--- config.mk ---
export PLATFORM = sky130hd
export DESIGN_NAME = uart_tx_ctrl_fsm
export DESIGN_NICKNAME = d
export VERILOG_FILES = /design/src/rtl/uart_tx_pkg.sv /design/src/rtl/uart_tx_ctrl_fsm.sv
export SDC_FILE = /design/constraint.sdc
export NUM_CORES = 1
export LEC_CHECK = 0
export CORE_AREA = 2 2 39 41
export CTS_CLUSTER_DIAMETER = 200
export DETAILED_ROUTE_END_ITERATION = 6
export DIE_AREA = 0 0 41 43
export GPL_TIMING_DRIVEN = 0
export PLACE_DENSITY = 0.7
export SYNTH_ARGS = -nofsm -noshare
export SYNTH_HDL_FRONTEND = slang
export SYNTH_SLANG_ARGS = --single-unit
export TNS_END_PERCENT = 30
--- constraint.sdc ---
create_clock -name CLK_fsm -period 1.35 [get_ports CLK_fsm]
set_clock_uncertainty 0.05 [all_clocks]
set_input_delay 0.405 -clock CLK_fsm [delete_from_list [all_inputs] [get_ports CLK_fsm]]
set_output_delay 0.405 -clock CLK_fsm [all_outputs]
set_load 0.01 [all_outputs]
--- src/rtl/uart_tx_pkg.sv ---
// UART TX shared definitions: frame sequencer states
// and TX output mux select codes.
package uart_tx_pkg;

  typedef enum logic [2:0] {
    ST_IDLE   = 3'd0,
    ST_START  = 3'd1,
    ST_DATA   = 3'd2,
    ST_PARITY = 3'd3,
    ST_STOP   = 3'd4
  } tx_state_e;

  localparam logic [1:0] MUX_SEL_START = 2'b00;
  localparam logic [1:0] MUX_SEL_STOP  = 2'b01;
  localparam logic [1:0] MUX_SEL_DATA  = 2'b10;
  localparam logic [1:0] MUX_SEL_PAR   = 2'b11;

  // TX mux select driven while in a given state
  function automatic logic [1:0] sel_for(
    input tx_state_e s
  );
    logic [1:0] sel;
    sel = MUX_SEL_STOP;
    case (s)
      ST_START:  sel = MUX_SEL_START;
      ST_DATA:   sel = MUX_SEL_DATA;
      ST_PARITY: sel = MUX_SEL_PAR;
      default:   sel = MUX_SEL_STOP;
    endcase
    return sel;
  endfunction

endpackage

--- src/rtl/uart_tx_ctrl_fsm.sv ---
// UART TX frame sequencer: START, DATA, optional
// PARITY and STOP slots; drives serializer and TX mux.
module uart_tx_ctrl_fsm
  import uart_tx_pkg::*;
#(
  parameter int DATA_WIDTH = 8
) (
  input  logic       CLK_fsm,
  input  logic       RST_fsm,
  input  logic       data_valid_fsm,
  input  logic       par_en_fsm,
  output logic       ser_load_fsm,
  output logic       ser_en_fsm,
  output logic [1:0] mux_sel_fsm,
  output logic       data_ack_fsm,
  output logic       busy_fsm
);

  localparam int CNT_W = $clog2(DATA_WIDTH);
  localparam logic [CNT_W-1:0] CNT_LAST =
    CNT_W'(DATA_WIDTH - 1);

  tx_state_e        state_q;
  tx_state_e        state_d;
  logic [CNT_W-1:0] bit_cnt_q;
  logic             par_en_q;
  logic             accept;
  logic [1:0]       mux_sel_q;
  logic             busy_q;
  logic             ser_en_q;

  // Requests are taken only in IDLE or STOP, never in reset
  always_comb begin
    accept = ~RST_fsm & data_valid_fsm &
             ((state_q == ST_IDLE) |
              (state_q == ST_STOP));
  end

  // Next-state decode; unused encodings fall back to IDLE
  always_comb begin
    state_d = ST_IDLE;
    case (state_q)
      ST_IDLE:   state_d = accept ? ST_START : ST_IDLE;
      ST_START:  state_d = ST_DATA;
      ST_DATA: begin
        if (bit_cnt_q == CNT_LAST)
          state_d = par_en_q ? ST_PARITY : ST_STOP;
        else
          state_d = ST_DATA;
      end
      ST_PARITY: state_d = ST_STOP;
      ST_STOP:   state_d = accept ? ST_START : ST_IDLE;
      default:   state_d = ST_IDLE;
    endcase
  end

  // State, bit counter, parity latch and registered
  // Moore outputs (decoded from the state being entered)
  always_ff @(posedge CLK_fsm or posedge RST_fsm) begin
    if (RST_fsm) begin
      state_q   <= ST_IDLE;
      bit_cnt_q <= '0;
      par_en_q  <= 1'b0;
      mux_sel_q <= MUX_SEL_STOP;
      busy_q    <= 1'b0;
      ser_en_q  <= 1'b0;
    end else begin
      state_q <= state_d;
      if (accept)
        par_en_q <= par_en_fsm;
      if (state_q == ST_DATA && bit_cnt_q != CNT_LAST)
        bit_cnt_q <= bit_cnt_q + CNT_W'(1);
      else
        bit_cnt_q <= '0;
      mux_sel_q <= sel_for(state_d);
      busy_q    <= (state_d != ST_IDLE);
      ser_en_q  <= (state_d == ST_DATA);
    end
  end

  assign ser_load_fsm = accept;
  assign data_ack_fsm = accept;
  assign ser_en_fsm   = ser_en_q;
  assign mux_sel_fsm  = mux_sel_q;
  assign busy_fsm     = busy_q;

endmodule
==> impl_metrics.ini <==
[route]
initialDrtViolationCount = 5
wl_per_cell_um = 11.4
drc = 0
drt_wl_total_um = 823
drtAntennaViolNets = 0
dr.pass1.iters = 4
via_per_inst = 4.67
num_vias = 336

[layout]
final_common_cell = dfrtp_1
final_core_util_pct = 45.3
final_cell_mix = dfrtp_1 (8), buf_4 (5), nor2_1 (4)
drive_above_1_share_pct = 35.7
multiInputGateArea_um2 = 178
area_growth_pct = 33.2
diodes = 0
fin_nets = 63
fillers = 134
stdcell_area_um2 = 627
seq_area_um2 = 279

[critical_path]
cp-start-kind = flip-flop
path_cells = nor4b_4 -> buf_4 -> buf_6
cpPeakStageDelay_ns = 0.43
critical_path.max_fanout = 3
critPathRequiredTime_ns = 0.90
path_class = flip-flop to output pin
slowest_stage = dfrtp_2
crit_arrival_ns = 1.31
endpoint_kind = output pin

[clock_network]
insertion_delay_ns = 0.27
clkTransAtPathRegs_ns = 0.07
cts_root_buf = clkbuf_4
numCtsBuffers = 3
cts_tree = done
htreeDepth = 1
clockBufferDepth = 2
cts_sinks = 11

[global_routing]
grt_max_degree = 12
antenna_found_initial = 0
grt_pass1_wl_um = 1390
grt_pass1_vias = 327
grt_overflow = 0
grtUsageTotal_pct = 12.6

[run_status]
violations = negative setup slack
outcome = complete, but fails checks

[floorplan]
rows = 14
die_area_um2 = 1760
die_w_um = 41
core-area_um2 = 1380
die_h_um = 43
io_pins = 10
initial_core_util_pct = 34.0

[logic_synthesis]
syn-cell-area_um2 = 470
ys_seq_elements = 11
yosysWarnings = 0
ys_seq_area_share_pct = 58.8
synth_cell_types = 22
synth_ff_type = dfrtp_1
async_flop_share_pct = 100
synthCells = 39
syn_avg_cell_area_um2 = 12.1
syn_nets = 45
synth_edf_count = 0

[timing]
rsz0062_at_grt = true
fin_crit_sh_pct = 131
timing.final.max_slew_violations = 0
fmax_mhz = 567
period_minus_slack_ns = 1.76
setup_ws_ns = -0.414
max_slew_margin_pct = 73.0
hold_viol_final = 0
setup_violations = 2
tightestPinTransition_ns = 0.405

[placed_design]
dp_hpwl_um = 563
io_buffers = 9
gp_congestion = 0.700
dpl_cell_area_um2 = 581

[worst_hold_path]
hold_class = primary input to asynchronous set/reset pin

[flow_run]
drv_cap = 0

[pwr]
leakage_nw = 0.311
vdd_drop_max_mv = 0.696
power_density_nw_per_um2 = 1900
p_total_mw = 1.19
## registers in the layout (all words and copies together) (netlist names)
| signal | flops |
|---|---|
| bit_cnt_q | 3 |
| state_q | 3 |
| mux_sel_fsm | 2 |
| busy_fsm | 1 |
| par_en_q | 1 |
| ser_en_fsm | 1 |
## final timing paths
kind | cells after the start | from | end | slack [ns]
min in group CLK_fsm | 1 | bit_cnt_q[0]$_DFF_PP0_ | bit_cnt_q[0]$_DFF_PP0_ | 0.39
setup reg to reg | 4 | state_q[1]$_DFF_PP0_ | busy_fsm$_DFF_PP0_ | 0.05
max in group asynchronous | 2 | RST_fsm | mux_sel_fsm[0]$_DFF_PP1_ | 0.67
hold / removal | 2 | RST_fsm | par_en_q$_DFFE_PP0P_ | 0.26
hold reg to reg | 1 | bit_cnt_q[0]$_DFF_PP0_ | bit_cnt_q[0]$_DFF_PP0_ | 0.39
setup / recovery | 3 | state_q[1]$_DFF_PP0_ | ser_load_fsm | -0.41
## Yosys cell counts, drive strengths merged, types with 2 or more instances
cell / instances / area (um2)
ha: 2 / 25.0
a21oi: 3 / 15.0
and2: 2 / 12.5
nor2: 4 / 15.0
dfrtp: 10 / 250
nand2b: 2 / 15.0
inv: 2 / 7.51
nor3: 2 / 15.0
## layout make-up
class | instances | area share [%]
multi-input combinational | 24 | 28.3
clock buffer | 4 | 4.19
inverter | 2 | 1.20
timing repair buffer | 13 | 16.8
tap | 16 | 3.19
sequential | 11 | 44.5
buffer | 2 | 1.80
## layer usage
| metal | global-route usage (%) | part of all wire [%] | vias to the layer above | wire length, um |
|---|---|---|---|---|
| met5 | 0 | 0 | - | 0 |
| met4 | 10.0 | 2.7 | 0 | 22 |
| met3 | 4.71 | 4.9 | 4 | 40 |
| met2 | 19.1 | 53 | 10 | 433 |
| met1 | 13.0 | 40 | 154 | 326 |
| li1 | - | - | 168 | - |
## worst max-delay path: cells and delay by family (launching register included)
family / cells / cell delay, ns
DFF: 1 / 0.43
and+or+nand+nor: 1 / 0.36
buffers and inverters: 2 / 0.26
## metrics by stage
step | setup TNS [ns] | setup slack (ns) | std cells | hold slack (ns)
detailed placement | -3.56 | -1.17 | 64 | 0.380
finish | -0.766 | -0.414 | 72 | 0.262
CTS | -0.760 | -0.411 | 71 | 0.280
global placement | -3.50 | -1.16 | 64 | 0.386
floorplan | -0.155 | -0.155 | 39 | 0.207
global route | -0.852 | -0.450 | 72 | 0.294
## repair_timing
action | 4_1_cts | 5_1_grt
hold buffers | 0 | 0
endpoints found under the setup margin | 9 | 10
hold endpoints to repair | 0 | 0
resized for setup | 24 | 3
pin swaps | 1 | 1
setup buffers | 3 | 1
## logic make-up after synthesis
group / count (synthesis) / synth area share (%)
adder cells (fa/ha/maj): 2 / 5.32
flip-flops: 11 / 58.8
AO/OA/AOI/OAI: 8 / 10.9
buffers and inverters: 4 / 3.99
AND/OR/NAND/NOR: 14 / 21.0
## power by group
group,switching [mW],internal (mW),total [mW]
clock network,0.107,0.114,0.221
logic,0.217,0.228,0.445
registers,0.0581,0.467,0.525
total,0.382,0.809,1.19
Note: power is estimated with default switching activity, not from simulation.
